File: src/rtl/mfcc_mel_filter_acc.sv
// mfcc_mel_filter_acc
//   One mel filter channel of the MFCC front end. Streams the FFT power
//   spectrum, weights each bin with this channel's triangular filter
//   coefficient from its own ROM and accumulates one energy per frame.
//
// Ports
//   clk          rising-edge clock
//   rst          asynchronous active-high reset
//   pwr_data     unsigned bin power
//   pwr_valid    pwr_data valid this cycle (no backpressure, gaps allowed)
//   pwr_last     last bin of the frame (qualified by pwr_valid)
//   rom_addr     weight ROM address, equals index of the bin being presented
//   rom_rd_data  weight returned by the ROM
//   mel_energy   accumulated energy of the last finished frame (held)
//   mel_valid    one-cycle pulse: mel_energy is new
//   mel_sat      accumulator saturated in the reported frame (with mel_valid)
//   bin_ovf      sticky: bin counter wrapped without pwr_last
module mfcc_mel_filter_acc #(
    parameter int unsigned PWR_WIDTH  = 32,
    parameter int unsigned W_WIDTH    = 8,
    parameter int unsigned ADDR_WIDTH = 9,
    parameter int unsigned ACC_WIDTH  = 32,
    parameter int unsigned SHIFT      = 8,
    parameter int unsigned ROM_LAT    = 1
) (
    input  logic                  clk,
    input  logic                  rst,
    input  logic [PWR_WIDTH-1:0]  pwr_data,
    input  logic                  pwr_valid,
    input  logic                  pwr_last,
    output logic [ADDR_WIDTH-1:0] rom_addr,
    input  logic [W_WIDTH-1:0]    rom_rd_data,
    output logic [ACC_WIDTH-1:0]  mel_energy,
    output logic                  mel_valid,
    output logic                  mel_sat,
    output logic                  bin_ovf
);

    localparam int unsigned PROD_WIDTH = PWR_WIDTH + W_WIDTH;

    logic [ADDR_WIDTH-1:0] bin_cnt_q;
    logic                  bin_ovf_q;

    logic                  s1_valid_q;
    logic                  s1_last_q;
    logic [PWR_WIDTH-1:0]  s1_pwr_q;
    logic [W_WIDTH-1:0]    s1_w_q;

    logic                  s2_valid_q;
    logic                  s2_last_q;
    logic [ACC_WIDTH-1:0]  s2_prod_q;

    logic [ACC_WIDTH-1:0]  acc_q;
    logic                  sat_q;
    logic [ACC_WIDTH-1:0]  mel_energy_q;
    logic                  mel_valid_q;
    logic                  mel_sat_q;

    logic [W_WIDTH-1:0]    w_sel;
    logic [PROD_WIDTH-1:0] prod_full;
    logic [PROD_WIDTH-1:0] prod_shr;
    logic [ACC_WIDTH-1:0]  prod_d;
    logic [ACC_WIDTH:0]    sum;
    logic                  add_ovf;
    logic [ACC_WIDTH-1:0]  add_result;

    assign rom_addr   = bin_cnt_q;
    assign bin_ovf    = bin_ovf_q;
    assign mel_energy = mel_energy_q;
    assign mel_valid  = mel_valid_q;
    assign mel_sat    = mel_sat_q;

    // Bin counter doubles as the ROM address of the bin on the input.
    always_ff @(posedge clk or posedge rst) begin
        if (rst) begin
            bin_cnt_q <= '0;
            bin_ovf_q <= 1'b0;
        end else if (pwr_valid) begin
            if (pwr_last) begin
                bin_cnt_q <= '0;
            end else if (bin_cnt_q == {ADDR_WIDTH{1'b1}}) begin
                bin_cnt_q <= '0;
                bin_ovf_q <= 1'b1;
            end else begin
                bin_cnt_q <= bin_cnt_q + 1'b1;
            end
        end
    end

    // S1: align the power sample with the weight. A registered ROM delivers
    // its data in the same cycle S1 holds the matching sample.
    always_ff @(posedge clk or posedge rst) begin
        if (rst) begin
            s1_valid_q <= 1'b0;
            s1_last_q  <= 1'b0;
            s1_pwr_q   <= '0;
            s1_w_q     <= '0;
        end else begin
            s1_valid_q <= pwr_valid;
            s1_last_q  <= pwr_valid & pwr_last;
            s1_pwr_q   <= pwr_data;
            s1_w_q     <= rom_rd_data;
        end
    end

    always_comb begin
        w_sel      = (ROM_LAT == 0) ? s1_w_q : rom_rd_data;
        prod_full  = PROD_WIDTH'(s1_pwr_q) * PROD_WIDTH'(w_sel);
        prod_shr   = prod_full >> SHIFT;
        prod_d     = ACC_WIDTH'(prod_shr);
        sum        = {1'b0, acc_q} + {1'b0, s2_prod_q};
        add_ovf    = sum[ACC_WIDTH];
        add_result = add_ovf ? {ACC_WIDTH{1'b1}} : sum[ACC_WIDTH-1:0];
    end

    // S2: scaled product.
    always_ff @(posedge clk or posedge rst) begin
        if (rst) begin
            s2_valid_q <= 1'b0;
            s2_last_q  <= 1'b0;
            s2_prod_q  <= '0;
        end else begin
            s2_valid_q <= s1_valid_q;
            s2_last_q  <= s1_last_q;
            s2_prod_q  <= prod_d;
        end
    end

    // S3: saturating accumulate. The last item bypasses the accumulator into
    // mel_energy and clears it, so the next frame's first add starts from 0.
    always_ff @(posedge clk or posedge rst) begin
        if (rst) begin
            acc_q        <= '0;
            sat_q        <= 1'b0;
            mel_energy_q <= '0;
            mel_valid_q  <= 1'b0;
            mel_sat_q    <= 1'b0;
        end else begin
            mel_valid_q <= 1'b0;
            if (s2_valid_q) begin
                if (s2_last_q) begin
                    mel_energy_q <= add_result;
                    mel_valid_q  <= 1'b1;
                    mel_sat_q    <= sat_q | add_ovf;
                    acc_q        <= '0;
                    sat_q        <= 1'b0;
                end else begin
                    acc_q <= add_result;
                    sat_q <= sat_q | add_ovf;
                end
            end
        end
    end

endmodule

File: config.mk
export PLATFORM = sky130hd
export DESIGN_NAME = mfcc_mel_filter_acc
export DESIGN_NICKNAME = d
export VERILOG_FILES = /design/src/rtl/mfcc_mel_filter_acc.sv
export SDC_FILE = /design/constraint.sdc
export NUM_CORES = 1
export LEC_CHECK = 0
export BUFFER_PORTS_ARGS = -buffer_cell sky130_fd_sc_hd__buf_2
export CELL_PAD_IN_SITES_DETAIL_PLACEMENT = 0
export CELL_PAD_IN_SITES_GLOBAL_PLACEMENT = 1
export CORE_MARGIN = 4
export CORE_UTILIZATION = 45
export DETAILED_ROUTE_END_ITERATION = 16
export PLACE_DENSITY = 0.82
export SLEW_MARGIN = 0
export SYNTH_ARGS = -nofsm -noshare
export SYNTH_HDL_FRONTEND = slang
export SYNTH_SLANG_ARGS = --single-unit
File: constraint.sdc
create_clock -name clk -period 5.2 [get_ports clk]
set_input_delay 1.56 -clock clk [delete_from_list [all_inputs] [get_ports clk]]
set_output_delay 1.56 -clock clk [all_outputs]
set_load 0.05 [all_outputs]
* After elaboration in Yosys (flattened, before gate mapping)
Index checks and enable logic that the tools add are counted.
** Operators by class
- Multiply operators :: 1
- Bitwise logic cells :: 3
- Equality and inequality tests :: 1
- Multiplexer cells :: 7
- Add/subtract/negate cells :: 2
- Reduce and logical (&&, ||, !) cells :: 2
** Operators with widths (count)
- $mux W32 :: 2
- $mul A32 B8 Y40 :: 1
- $add A32 B32 Y33 :: 1
- $mux W9 :: 2
- $add A9 B1 Y9 const B :: 1
- $eq A9 B9 Y1 const B :: 1
- $mux W1 :: 3
- $reduce_and A3 Y1 :: 1
- $reduce_and A2 Y1 :: 1
- $and A1 B1 Y1 :: 1
- $not A1 Y1 :: 1
- $or A1 B1 Y1 :: 1
** Storage, ports and cells
- Output and inout port bits :: 44
- Register bits :: 145

* Longest topological paths before layout
Gate-level depths: netlist (run 1).
- Word-level depth :: 3
- Gate-level depth with buffers :: 19
- Gate-level depth less buffers :: 18

* Worst setup path before layout (run 1)
Ideal clock, no wire load.
- Path kind :: input-to-reg
- Start :: input port rom_rd_data[2]
- End :: register s2_prod_q[17]
- Stages on the path :: 16
- Buffers on the path :: 1
- Arrival :: 5.954 ns
- Library setup time :: 0.080 ns
- Slack :: -0.834 ns
- Cell sequence :: clkbuf_1 and2_1 fa_1 fa_1 fa_1 inv_1 fa_1 inv_1 ha_1 a211oi_1 nand3b_1 o311ai_1 o22ai_1 a41o_1 o41ai_1 xnor2_1
** On the way
- Word-level cells in the longest chain between the ends :: 1
** RTL lines
- start: declaration :: line 32 : input logic [W_WIDTH-1:0] rom_rd_data,
- $mul A32 B8 Y40 :: line 108 : prod_full = PROD_WIDTH'(s1_pwr_q) * PROD_WIDTH'(w_sel);
- net prod_full[25] :: line 60 : logic [PROD_WIDTH-1:0] prod_full;
- end signal: assignment :: line 125 : s2_prod_q <= prod_d;
- end: declaration :: line 51 : logic [ACC_WIDTH-1:0] s2_prod_q;
The timed path passes the listed nets, and every way through them passes these cells.
A chain may end at the register's enable or synchronous reset.

* Worst setup path after layout (run 1)
- Start :: input port rom_rd_data[5]
- End :: register s2_prod_q[27]
The elaborated chain is that of the path after synthesis.

==> impl_metrics.csv, run 1 <==
group,metric,value,unit
outcome,status,"finished, violations left",
outcome,failed_checks,"negative setup slack",
floorplan,initial_core_util,0.460,
grt,antenna_found_initial,0,
timing,period_share,1.08,
floorplan,die_area,34400,µm²
pwr,sw_frac_of_total,0.472,
finish,most-common-layout-cells,"inv_1 (191), and2_1 (178), fa_1 (168), dfrtp_1 (145), nand2_1 (116)",
pwr,power-per-cell-area,698,nW/µm²
pwr,peakVddDrop,0.389,mV
grt,overflow,0,
floorplan,io_pins,88,
worst_setup_path,slowest_stage,"fa_1",
timing,rsz0062_at_grt,"yes",
logic_synthesis,yosysWarningCount,0,
pwr,seqPwrFrac,0.150,
pwr,comb_power_share,0.744,
floorplan,num_rows,64,
placed_design,place_congestion,0.864,
timing,setup_slack,-0.437,ns
logic_synthesis,async_flop_share,1.00,
finish,layout.nets,1985,
worst_setup_path,cp_num_buf_inv,4,
worst_setup_path,end_kind,"flop",
flow_run,max_cap_viol_count,0,
logic_synthesis,synthFlopType,"dfrtp_1",
finish,multi_input_area,10200,µm²
finish,fin_area,17500,µm²
clock_tree,numCtsBuffers,17,
clock_tree,htree_levels,4,
timing,slew_headroom,0.207,
timing,setup_viol,23,
clock_tree,clockBufferDepth,2,
pwr,p_int,6.45,mW
floorplan,core_area,30800,µm²
finish,diodes,0,
clock_tree,clock_latency,0.44,ns
logic_synthesis,seq_area_frac_synth,0.256,
worst_setup_path,path_cells,"buf_12 -> buf_12 -> and2_4 -> fa_1 -> fa_2 -> fa_2 -> fa_1 -> ha_1 -> and4_4 -> o2111ai_2 -> o211ai_1 -> o211ai_1 -> buf_4 -> o21ai_4 -> buf_6 -> nor2_4 -> o21bai_1 -> xor2_1",
grt,grt_use_total,0.208,
worst_setup_path,cp-start-kind,"primary input",
detailed_routing,antenna_left,0,
timing,fin_crit,5.64,ns
logic_synthesis,synth_top_area_share,0.256,
finish,fill_cells,2608,
pwr,clkPwrFrac,0.106,
placed_design,placedCellCount,2024,
grt,grt_max_degree,73,
finish,seq_area,3630,µm²
logic_synthesis,syn-cell-area,14200,µm²
detailed_routing,drtPass1Iterations,7,
detailed_routing,drc_errors,0,
finish,drive_gt1_frac,0.228,
floorplan,fp.dieH,186,µm
placed_design,place_hpwl,25400,µm
placed_design,portBuffers,87,
worst_setup_path,timing.reg2reg.setup_slack,0.34,ns
worst_setup_path,critical_path_arrival,5.99,ns
pwr,switchingPower,5.76,mW
logic_synthesis,yosys_register_bits,145,
finish,final_cells,2079,
worst_setup_path,required,5.55,ns
min_path,hp-class,"flop to flop",
detailed_routing,drt-initial-drc-count,837,
detailed_routing,vias_per_cell,5.24,
clock_tree,cts_tree,"built",
worst_setup_path,critical_path.top_delay_family,"adder cells",
logic_synthesis,synth.area.top_cells,"dfrtp_1 (26%), fa_1 (25%), and2_1 (9.0%)",
worst_setup_path,critPathMaxStageDelay,0.59,ns
clock_tree,clock-root-buffer,"clkbuf_16",
floorplan,die_w,186,µm
grt,grt_pass1_vias,11236,
logic_synthesis,synthCells,1489,
timing,hold_violations,0,
detailed_routing,avgRoutedWirePerCell,16.5,µm
worst_setup_path,path_max_fanout,5,
timing,clock_skew,0.0151,ns
grt,grt_first_pass_wirelength,58300,µm
timing,slew_viol_final,0,
placed_design,place_area,16200,µm²
logic_synthesis,synth_top_cell_by_area,"dfrtp_1",
logic_synthesis,synth_edf_count,0,
timing,worstMarginPinSlew,1.19,ns
timing,fin_hold_ws,0.355,ns
detailed_routing,num_vias,10903,
timing,max_freq,0.177,GHz
worst_setup_path,critPathKind,"primary input to flop",
logic_synthesis,syn_area_per_cell,9.53,µm²
finish,area_delta_synth_final,23.3,%
clock_tree,clk_pin_slew,0.07,ns
pwr,p_leak,8.52,nW
finish,final_common_cell,"inv_1",
logic_synthesis,syn-num-nets,1804,
logic_synthesis,ys_types,65,
clock_tree,clock_sinks,145,
detailed_routing,drt_wl_total,34200,µm
-- sequential cells by signal, summed over array words and instances, names as in the netlist --
signal      flops
acc_q          32
bin_ovf         1
mel_energy     32
mel_sat         1
mel_valid       1
rom_addr        9
s1_last_q       1
s1_pwr_q       32
s1_valid_q      1
s2_last_q       1
s2_prod_q      32
s2_valid_q      1
sat_q           1
-- worst reg2reg max path, cell delays in order, from the launching register on --
cell       delay (ns)
dfrtp_1          0.49
and2_1           0.21
fa_1             0.53
fa_1             0.51
fa_1             0.49
inv_1            0.05
fa_1             0.47
inv_1            0.06
ha_4             0.27
and4_4           0.25
o2111ai_2        0.14
o211ai_1         0.32
o211ai_1         0.16
buf_4            0.18
o21ai_4          0.16
buf_6            0.13
nor2_4           0.04
o21bai_1         0.14
xor2_1           0.18
-- routing by layer --
metal,part of all wire,vias to the layer above,wire length [µm],global-route usage
met5,0,-,0,0
met2,0.45,309,15300,0.323
met4,0.013,0,444,0.0399
met3,0.059,33,2030,0.0356
li1,-,5247,-,-
met1,0.48,5314,16500,0.312
-- cell usage after synthesis, drive strengths merged (3+ instances only) --
cell    number
a21oi       53
or3          6
a21o        35
nand3       10
and3        14
and2       203
o21bai       9
and4         4
a31oi       17
nor3        35
o21a        11
o22ai       33
a211oi      11
nor2        52
xor2        13
nor2b        8
clkbuf      49
nand2      121
inv        198
dfrtp      145
nand2b      11
nor3b        4
fa         180
a31o         4
ha          91
xnor2       38
o211ai       4
o31ai        3
o21ai       70
nand4       16
buf          9
-- through the flow --
step                       util  worst slack (ns)  TNS [ns]  power (mW)
after detailed placement  0.525             -1.01    -22.29        10.1
after floorplan               -            -0.505     -5.97        7.87
after global routing      0.567            -0.573     -9.34        13.4
final                     0.567            -0.437     -6.35        12.2
after CTS                 0.564            -0.369     -5.56        12.0
after global placement    0.525            -0.912    -20.39        9.92
-- path summary, 6_finish.rpt --
path	startpoint	to	cells past startpoint
min	s1_valid_q	s2_valid_q	0
max in group asynchronous	rst	rom_addr[2]	3
max reg2reg	s1_pwr_q[16]	s2_prod_q[27]	18
min reg2reg	s1_valid_q	s2_valid_q	0
min in group asynchronous	rst	acc_q[4]	2
max	rom_rd_data[5]	s2_prod_q[27]	18
-- cell type report --
class / instances / area share
tap: 396 / 0.0283
inverter: 198 / 0.0427
multi-input combinational: 1088 / 0.586
clock buffer: 17 / 0.0243
clock inverter: 15 / 0.0107
timing repair buffer: 220 / 0.100
sequential: 145 / 0.207
-- cell families after synthesis --
family,share of synthesized area
simple gates,0.186
compound gates,0.122
fa+ha+maj,0.334
buf+inv,0.0684
flops,0.256
xor+xnor,0.0315
mux,0.00141
-- what timing repair did --
action                                  in CTS  in global routing
hold buffers                                 0                  0
resized for setup                           76                 34
pin swaps                                   30                 25
cloned                                       6                  0
endpoints found under the setup margin      26                 29
setup buffers                               24                  5
endpoints found under the hold margin        0                  0
-- power groups by stage --
stage / Sequential, mW / Clock [mW] / Combinational [mW]
floorplan: 2.20 / 0 / 5.67
global route: 1.88 / 1.38 / 10.1
finish: 1.83 / 1.30 / 9.08
CTS: 1.83 / 1.33 / 8.82
global placement: 1.84 / 0 / 8.08
detailed placement: 1.84 / 0 / 8.25
Power figures use the tool's default switching activity.
==> run 2: changes to the inputs <==
- SKIP_LAST_GASP: unset -> 1
==> run 2 against run 1 <==
  * Combinational power barely moved
  * Via count barely moved
  * Final area barely moved
  * The run still ends with negative setup slack left
  * Register-to-register slack barely moved
  * Worst setup slack got worse by 0.00072 ns
  * Global-route usage did not move
  * First-iteration DRC count did not move
  * Clock skew barely moved
  * Core utilization barely moved
  * Clock power barely moved
  * Die area did not move
  * Largest cell class unchanged
==> impl_metrics.csv, run 2 (synthesis results as in run 1) <==
group,metric,value,unit
outcome,status,"finished, violations left",
outcome,failed_checks,"negative setup slack",
clock_tree,clock_latency,0.44,ns
finish,final_util,0.567,
pwr,p_leak,8.51,nW
worst_setup_path,cp-start-kind,"primary input",
clock_tree,clock_sinks,145,
worst_setup_path,critPathMaxStageDelay,0.59,ns
grt,overflow,0,
worst_setup_path,critPathKind,"primary input to flop",
placed_design,portBuffers,87,
finish,layout.nets,1985,
placed_design,place_hpwl,25400,µm
placed_design,placedCellCount,2024,
timing,max_freq,0.177,GHz
worst_setup_path,timing.reg2reg.setup_slack,0.34,ns
pwr,power-per-cell-area,698,nW/µm²
worst_setup_path,critical_path.top_delay_family,"adder cells",
floorplan,core_area,30800,µm²
pwr,total_power,12.2,mW
timing,slew_headroom,0.207,
floorplan,die_area,34400,µm²
floorplan,die_w,186,µm
detailed_routing,avgRoutedWirePerCell,16.5,µm
timing,slew_viol_final,0,
grt,grt_use_total,0.208,
worst_setup_path,timing.rr.start,"s1_pwr_q[16]",
timing,setup_slack,-0.438,ns
min_path,hp-class,"flop to flop",
clock_tree,numCtsBuffers,17,
worst_setup_path,r2r_end,"s2_prod_q[27]",
timing,clock_skew,0.0151,ns
finish,drive_gt1_frac,0.228,
grt,grt_first_pass_wirelength,58300,µm
finish,most-common-layout-cells,"inv_1 (191), and2_1 (178), fa_1 (168), dfrtp_1 (145), nand2_1 (116)",
finish,final_common_cell,"inv_1",
floorplan,initial_core_util,0.460,
timing,rsz0062_at_grt,"yes",
flow_run,max_cap_viol_count,0,
min_path,hold_end,"s2_valid_q",
detailed_routing,drc_errors,0,
grt,grt_max_degree,73,
worst_setup_path,r2r_cells,18,
detailed_routing,routed-wl-met3,2040,µm
finish,area_delta_synth_final,23.2,%
worst_setup_path,path_cells,"buf_12 -> buf_12 -> and2_4 -> fa_1 -> fa_2 -> fa_2 -> fa_1 -> ha_1 -> and4_4 -> o2111ai_2 -> o211ai_1 -> o211ai_1 -> buf_4 -> o21ai_4 -> buf_6 -> nor2_4 -> o21bai_1 -> xor2_1",
worst_setup_path,required,5.55,ns
timing,fin_crit,5.64,ns
grt,grt_pass1_vias,11236,
timing,period_share,1.08,
detailed_routing,vias_per_cell,5.24,
detailed_routing,routed.top_layer,"met4",
pwr,peakVddDrop,0.389,mV
timing,hold_violations,0,
clock_tree,htree_levels,4,
detailed_routing,drt-initial-drc-count,837,
worst_setup_path,path_max_fanout,5,
worst_setup_path,end_kind,"flop",
placed_design,place_congestion,0.864,
grt,antenna_found_initial,0,
clock_tree,clock-root-buffer,"clkbuf_16",
detailed_routing,drtPass1Iterations,7,
min_path,min_from,"s1_valid_q",
finish,final_cells,2079,
timing,setup_viol,23,
floorplan,fp.dieH,186,µm
finish,diodes,0,
timing,fin_hold_ws,0.355,ns
detailed_routing,wl_met1,16500,µm
worst_setup_path,cp_num_buf_inv,4,
floorplan,io_pins,88,
timing,worstMarginPinSlew,1.19,ns
floorplan,num_rows,64,
detailed_routing,num_vias,10901,
detailed_routing,drt_wl_total,34200,µm
clock_tree,cts_tree,"built",
worst_setup_path,critical_path_arrival,5.99,ns
min_path,hold_depth,0,
detailed_routing,dr_wl_met2,15300,µm
clock_tree,clk_pin_slew,0.07,ns
clock_tree,clockBufferDepth,2,
worst_setup_path,slowest_stage,"fa_1",
detailed_routing,antenna_left,0,
[run 2: layout make-up]
class | instances | area (µm²)
Fill cell | 2609 | 13400
Multi-Input combinational cell | 1088 | 10200
Sequential cell | 145 | 3630
Timing Repair Buffer | 220 | 1750
Inverter | 198 | 747
Tap cell | 396 | 495
Clock buffer | 17 | 425
Clock inverter | 15 | 186
[run 2: metrics by stage]
step	setup TNS (ns)	instance area [µm²]	worst slack, ns
after detailed placement	-22.29	16200	-1.01
after CTS	-5.57	17400	-0.369
after global routing	-9.39	17500	-0.573
after floorplan	-5.97	14700	-0.505
final	-6.36	17500	-0.438
after global placement	-20.39	16200	-0.912
[run 2: worst max path at each step]
| stage | startpoint | endpoint | slack [ns] | cells past startpoint |
|---|---|---|---|---|
| 3_3_place_gp | rom_rd_data[3] | s2_prod_q[27] | -0.91 | 19 |
| 4_1_cts | rom_rd_data[5] | s2_prod_q[27] | -0.37 | 20 |
| 5_1_grt | rom_rd_data[6] | s2_prod_q[29] | -0.57 | 20 |
| 3_5_place_dp | rom_rd_data[3] | s2_prod_q[27] | -1.01 | 17 |
| 2_1_floorplan | rom_rd_data[7] | s2_prod_q[20] | -0.51 | 17 |
| 6_report | rom_rd_data[5] | s2_prod_q[27] | -0.44 | 18 |
[run 2: what timing repair did]
action                                  4_1_cts  5_1_grt
setup buffers                                24        5
gates cloned                                  6        0
endpoints found under the hold margin         0        0
hold buffers                                  0        0
resized for setup                            75       33
pin swaps                                    30       25
endpoints found under the setup margin       26       29
[run 2: layer usage]
layer / vias up / global-route usage
li1: 5247 / -
met1: 5312 / 0.312
met3: 33 / 0.0356
met2: 309 / 0.323
met5: - / 0
met4: 0 / 0.0399
[run 2: report_power, final]
| part | total [mW] | switching [mW] | leakage (nW) | internal (mW) |
|---|---|---|---|---|
| registers | 1.83 | 0.249 | 1.75 | 1.58 |
| clock network | 1.30 | 0.604 | 0.297 | 0.695 |
| logic | 9.07 | 4.91 | 6.46 | 4.17 |
| total | 12.2 | 5.76 | 8.51 | 6.44 |
[run 2: worst reg2reg max path, delay by kind of cell (launching register included)]
family	cells	cell delay, ns
fa+ha+maj	5	2.27
compound gates	5	0.92
simple gates	3	0.50
flops	1	0.49
buf+inv	4	0.42
xor+xnor	1	0.18
==> run 3: changes to the inputs <==
- CORE_UTILIZATION: 45 -> 30
- PLACE_DENSITY: 0.82 -> 0.58
- clock period: 5.2 -> 5.8 ns (I/O delays scaled with it)
==> run 3 against run 2 <==
  * The run still ends with negative setup slack left
  * Sequential power is 9.8% lower
  * Non-clock buffer count down 12
  * Die area rose by 48%
  * Routed wire length is 5.3% higher
==> impl_metrics.csv, run 3 (synthesis results as in run 1) <==
group,metric,value,unit
timing,setup_slack,-0.00683,ns
finish,most-common-layout-cells,"and2_1 (199), inv_1 (192), fa_1 (176), dfrtp_1 (145), nand2_1 (120)",
placed_design,place_hpwl,27900,µm
floorplan,die_area,50800,µm²
detailed_routing,drc_errors,0,
grt,grt_pass1_vias,11040,
pwr,total_power,10.4,mW
timing,period_share,1.00,
worst_setup_path,required,6.18,ns
worst_setup_path,r2r_cells,17,
worst_setup_path,r2r_end,"s2_prod_q[19]",
grt,antenna_found_initial,0,
clock_tree,clockBufferDepth,2,
clock_tree,numCtsBuffers,17,
flow_run,max_cap_viol_count,0,
detailed_routing,avgRoutedWirePerCell,15.8,µm
placed_design,portBuffers,87,
floorplan,num_rows,79,
finish,fin_area,17200,µm²
pwr,comb_power_share,0.726,
worst_setup_path,timing.reg2reg.setup_slack,0.94,ns
pwr,power-per-cell-area,608,nW/µm²
pwr,p_int,5.53,mW
finish,layout.nets,1973,
floorplan,core_area,46700,µm²
pwr,clkPwrFrac,0.115,
min_path,hold_depth,0,
grt,overflow,0,
timing,clock_skew,0.0157,ns
detailed_routing,num_vias,10428,
detailed_routing,drt_wl_total,36000,µm
timing,worstMarginPinSlew,1.20,ns
grt,grt_first_pass_wirelength,60400,µm
clock_tree,clock_latency,0.47,ns
clock_tree,cts_tree,"built",
floorplan,fp.dieH,225,µm
detailed_routing,vias_per_cell,4.58,
timing,slew_viol_final,0,
min_path,min_from,"s1_last_q",
worst_setup_path,path_cells,"buf_8 -> buf_12 -> buf_12 -> and2_4 -> fa_1 -> fa_1 -> fa_1 -> fa_1 -> ha_4 -> a211oi_2 -> o21ai_1 -> a211o_1 -> a41oi_2 -> o21ai_2 -> o41a_1 -> a21oi_2 -> xnor2_1",
worst_setup_path,end_kind,"flop",
pwr,seqPwrFrac,0.158,
timing,slew_headroom,0.200,
finish,area_delta_synth_final,20.9,%
clock_tree,clk_pin_slew,0.07,ns
grt,grt_use_total,0.148,
clock_tree,htree_levels,4,
pwr,sw_frac_of_total,0.470,
worst_setup_path,cp-start-kind,"primary input",
timing,hold_violations,0,
worst_setup_path,critical_path.top_delay_family,"adder cells",
timing,max_freq,0.172,GHz
worst_setup_path,timing.rr.start,"s1_pwr_q[7]",
outcome,status,"finished, violations left",
worst_setup_path,critPathMaxStageDelay,0.61,ns
finish,drive_gt1_frac,0.182,
clock_tree,clock-root-buffer,"clkbuf_16",
floorplan,io_pins,88,
pwr,p_leak,8.31,nW
worst_setup_path,critical_path_arrival,6.19,ns
timing,fin_crit,5.81,ns
floorplan,die_w,225,µm
min_path,hold_end,"s2_last_q",
finish,fill_cells,4792,
finish,final_common_cell,"and2_1",
outcome,failed_checks,"negative setup slack",
pwr,peakVddDrop,0.230,mV
pwr,switchingPower,4.91,mW
detailed_routing,antenna_left,0,
worst_setup_path,critPathKind,"primary input to flop",
worst_setup_path,slowest_stage,"fa_1",
clock_tree,hold_buffers,0,
placed_design,place_congestion,0.801,
timing,setup_tns,-0.00683,ns
detailed_routing,drt-initial-drc-count,551,
grt,grt_max_degree,90,
clock_tree,clock_sinks,145,
worst_setup_path,critPathMostFrequentCell,"fa_1",
detailed_routing,drtPass1Iterations,4,
worst_setup_path,cp_num_buf_inv,3,
worst_setup_path,critPathLaunch,"rom_rd_data[7]",
finish,diodes,0,
worst_setup_path,path_max_fanout,6,
timing,setup_viol,1,
timing,rsz0062_at_grt,"yes",
floorplan,initial_core_util,0.304,
placed_design,place_area,16200,µm²
min_path,hp-class,"flop to flop",
run 3: cell types whose count changed in the layout (fill, tap and decap cells not counted), moves of 8 or more:
cell,before,now
and2_1,178,199
buf_6,14,5
ha_4,17,9
fa_2,12,4
and2_4,25,4
fa_1,168,176
run 3: routing by layer:
layer / track usage / vias up / wire length, µm
met5: 0 / - / 0
met4: 0.0395 / 0 / 527
met3: 0.0297 / 28 / 1130
met2: 0.210 / 139 / 15100
met1: 0.229 / 5060 / 19300
li1: - / 5201 / -
run 3: what timing repair did:
item / 4_1_cts / 5_1_grt
endpoints found under the setup margin: 7 / 18
setup buffers: 6 / 5
pin swaps: 18 / 31
gates resized for setup: 22 / 33
cloned: 1 / 0
run 3: area by class of cell:
type,instances,area [µm²],area share
timing repair buffer,208,1500,0.0875
inverter,198,748,0.0436
tap,607,759,0.0443
sequential,145,3630,0.212
clock buffer,17,425,0.0248
clock inverter,14,199,0.0116
multi-input combinational,1088,9890,0.577
run 3: worst max path at each step:
stage | to | depth (start not counted)
detailed placement | s2_prod_q[29] | 16
global placement | s2_prod_q[29] | 16
floorplan | s2_prod_q[20] | 17
global route | s2_prod_q[27] | 21
finish | s2_prod_q[29] | 17
CTS | s2_prod_q[29] | 17
run 3: stage by stage:
stage	hold WS, ns	util	setup slack [ns]	std cells
after floorplan	0.331	-	-0.0850	1489
after global placement	0.334	0.347	-0.586	2235
after detailed placement	0.337	0.347	-0.636	2235
after CTS	0.354	0.364	-0.00252	2272
after global routing	0.375	0.368	-0.120	2277
final	0.352	0.368	-0.00683	2277
run 3: power groups by stage:
stage,combinational (mW),sequential (mW),clock [mW]
floorplan,4.74,1.97,0
global placement,7.19,1.68,0
detailed placement,7.26,1.67,0
CTS,7.38,1.66,1.25
global route,8.57,1.70,1.28
finish,7.58,1.65,1.20
run 3: worst register-to-register path, delay by kind of cell, from the launching register on:
| family | cells | cell delay (ns) |
|---|---|---|
| AOI/OAI and AO/OA | 5 | 1.09 |
| xor gates and xnor gates | 1 | 0.14 |
| adders and majority gates | 5 | 2.35 |
| buffers and inverters | 3 | 0.22 |
| DFF | 1 | 0.48 |
| and+or+nand+nor | 3 | 0.45 |
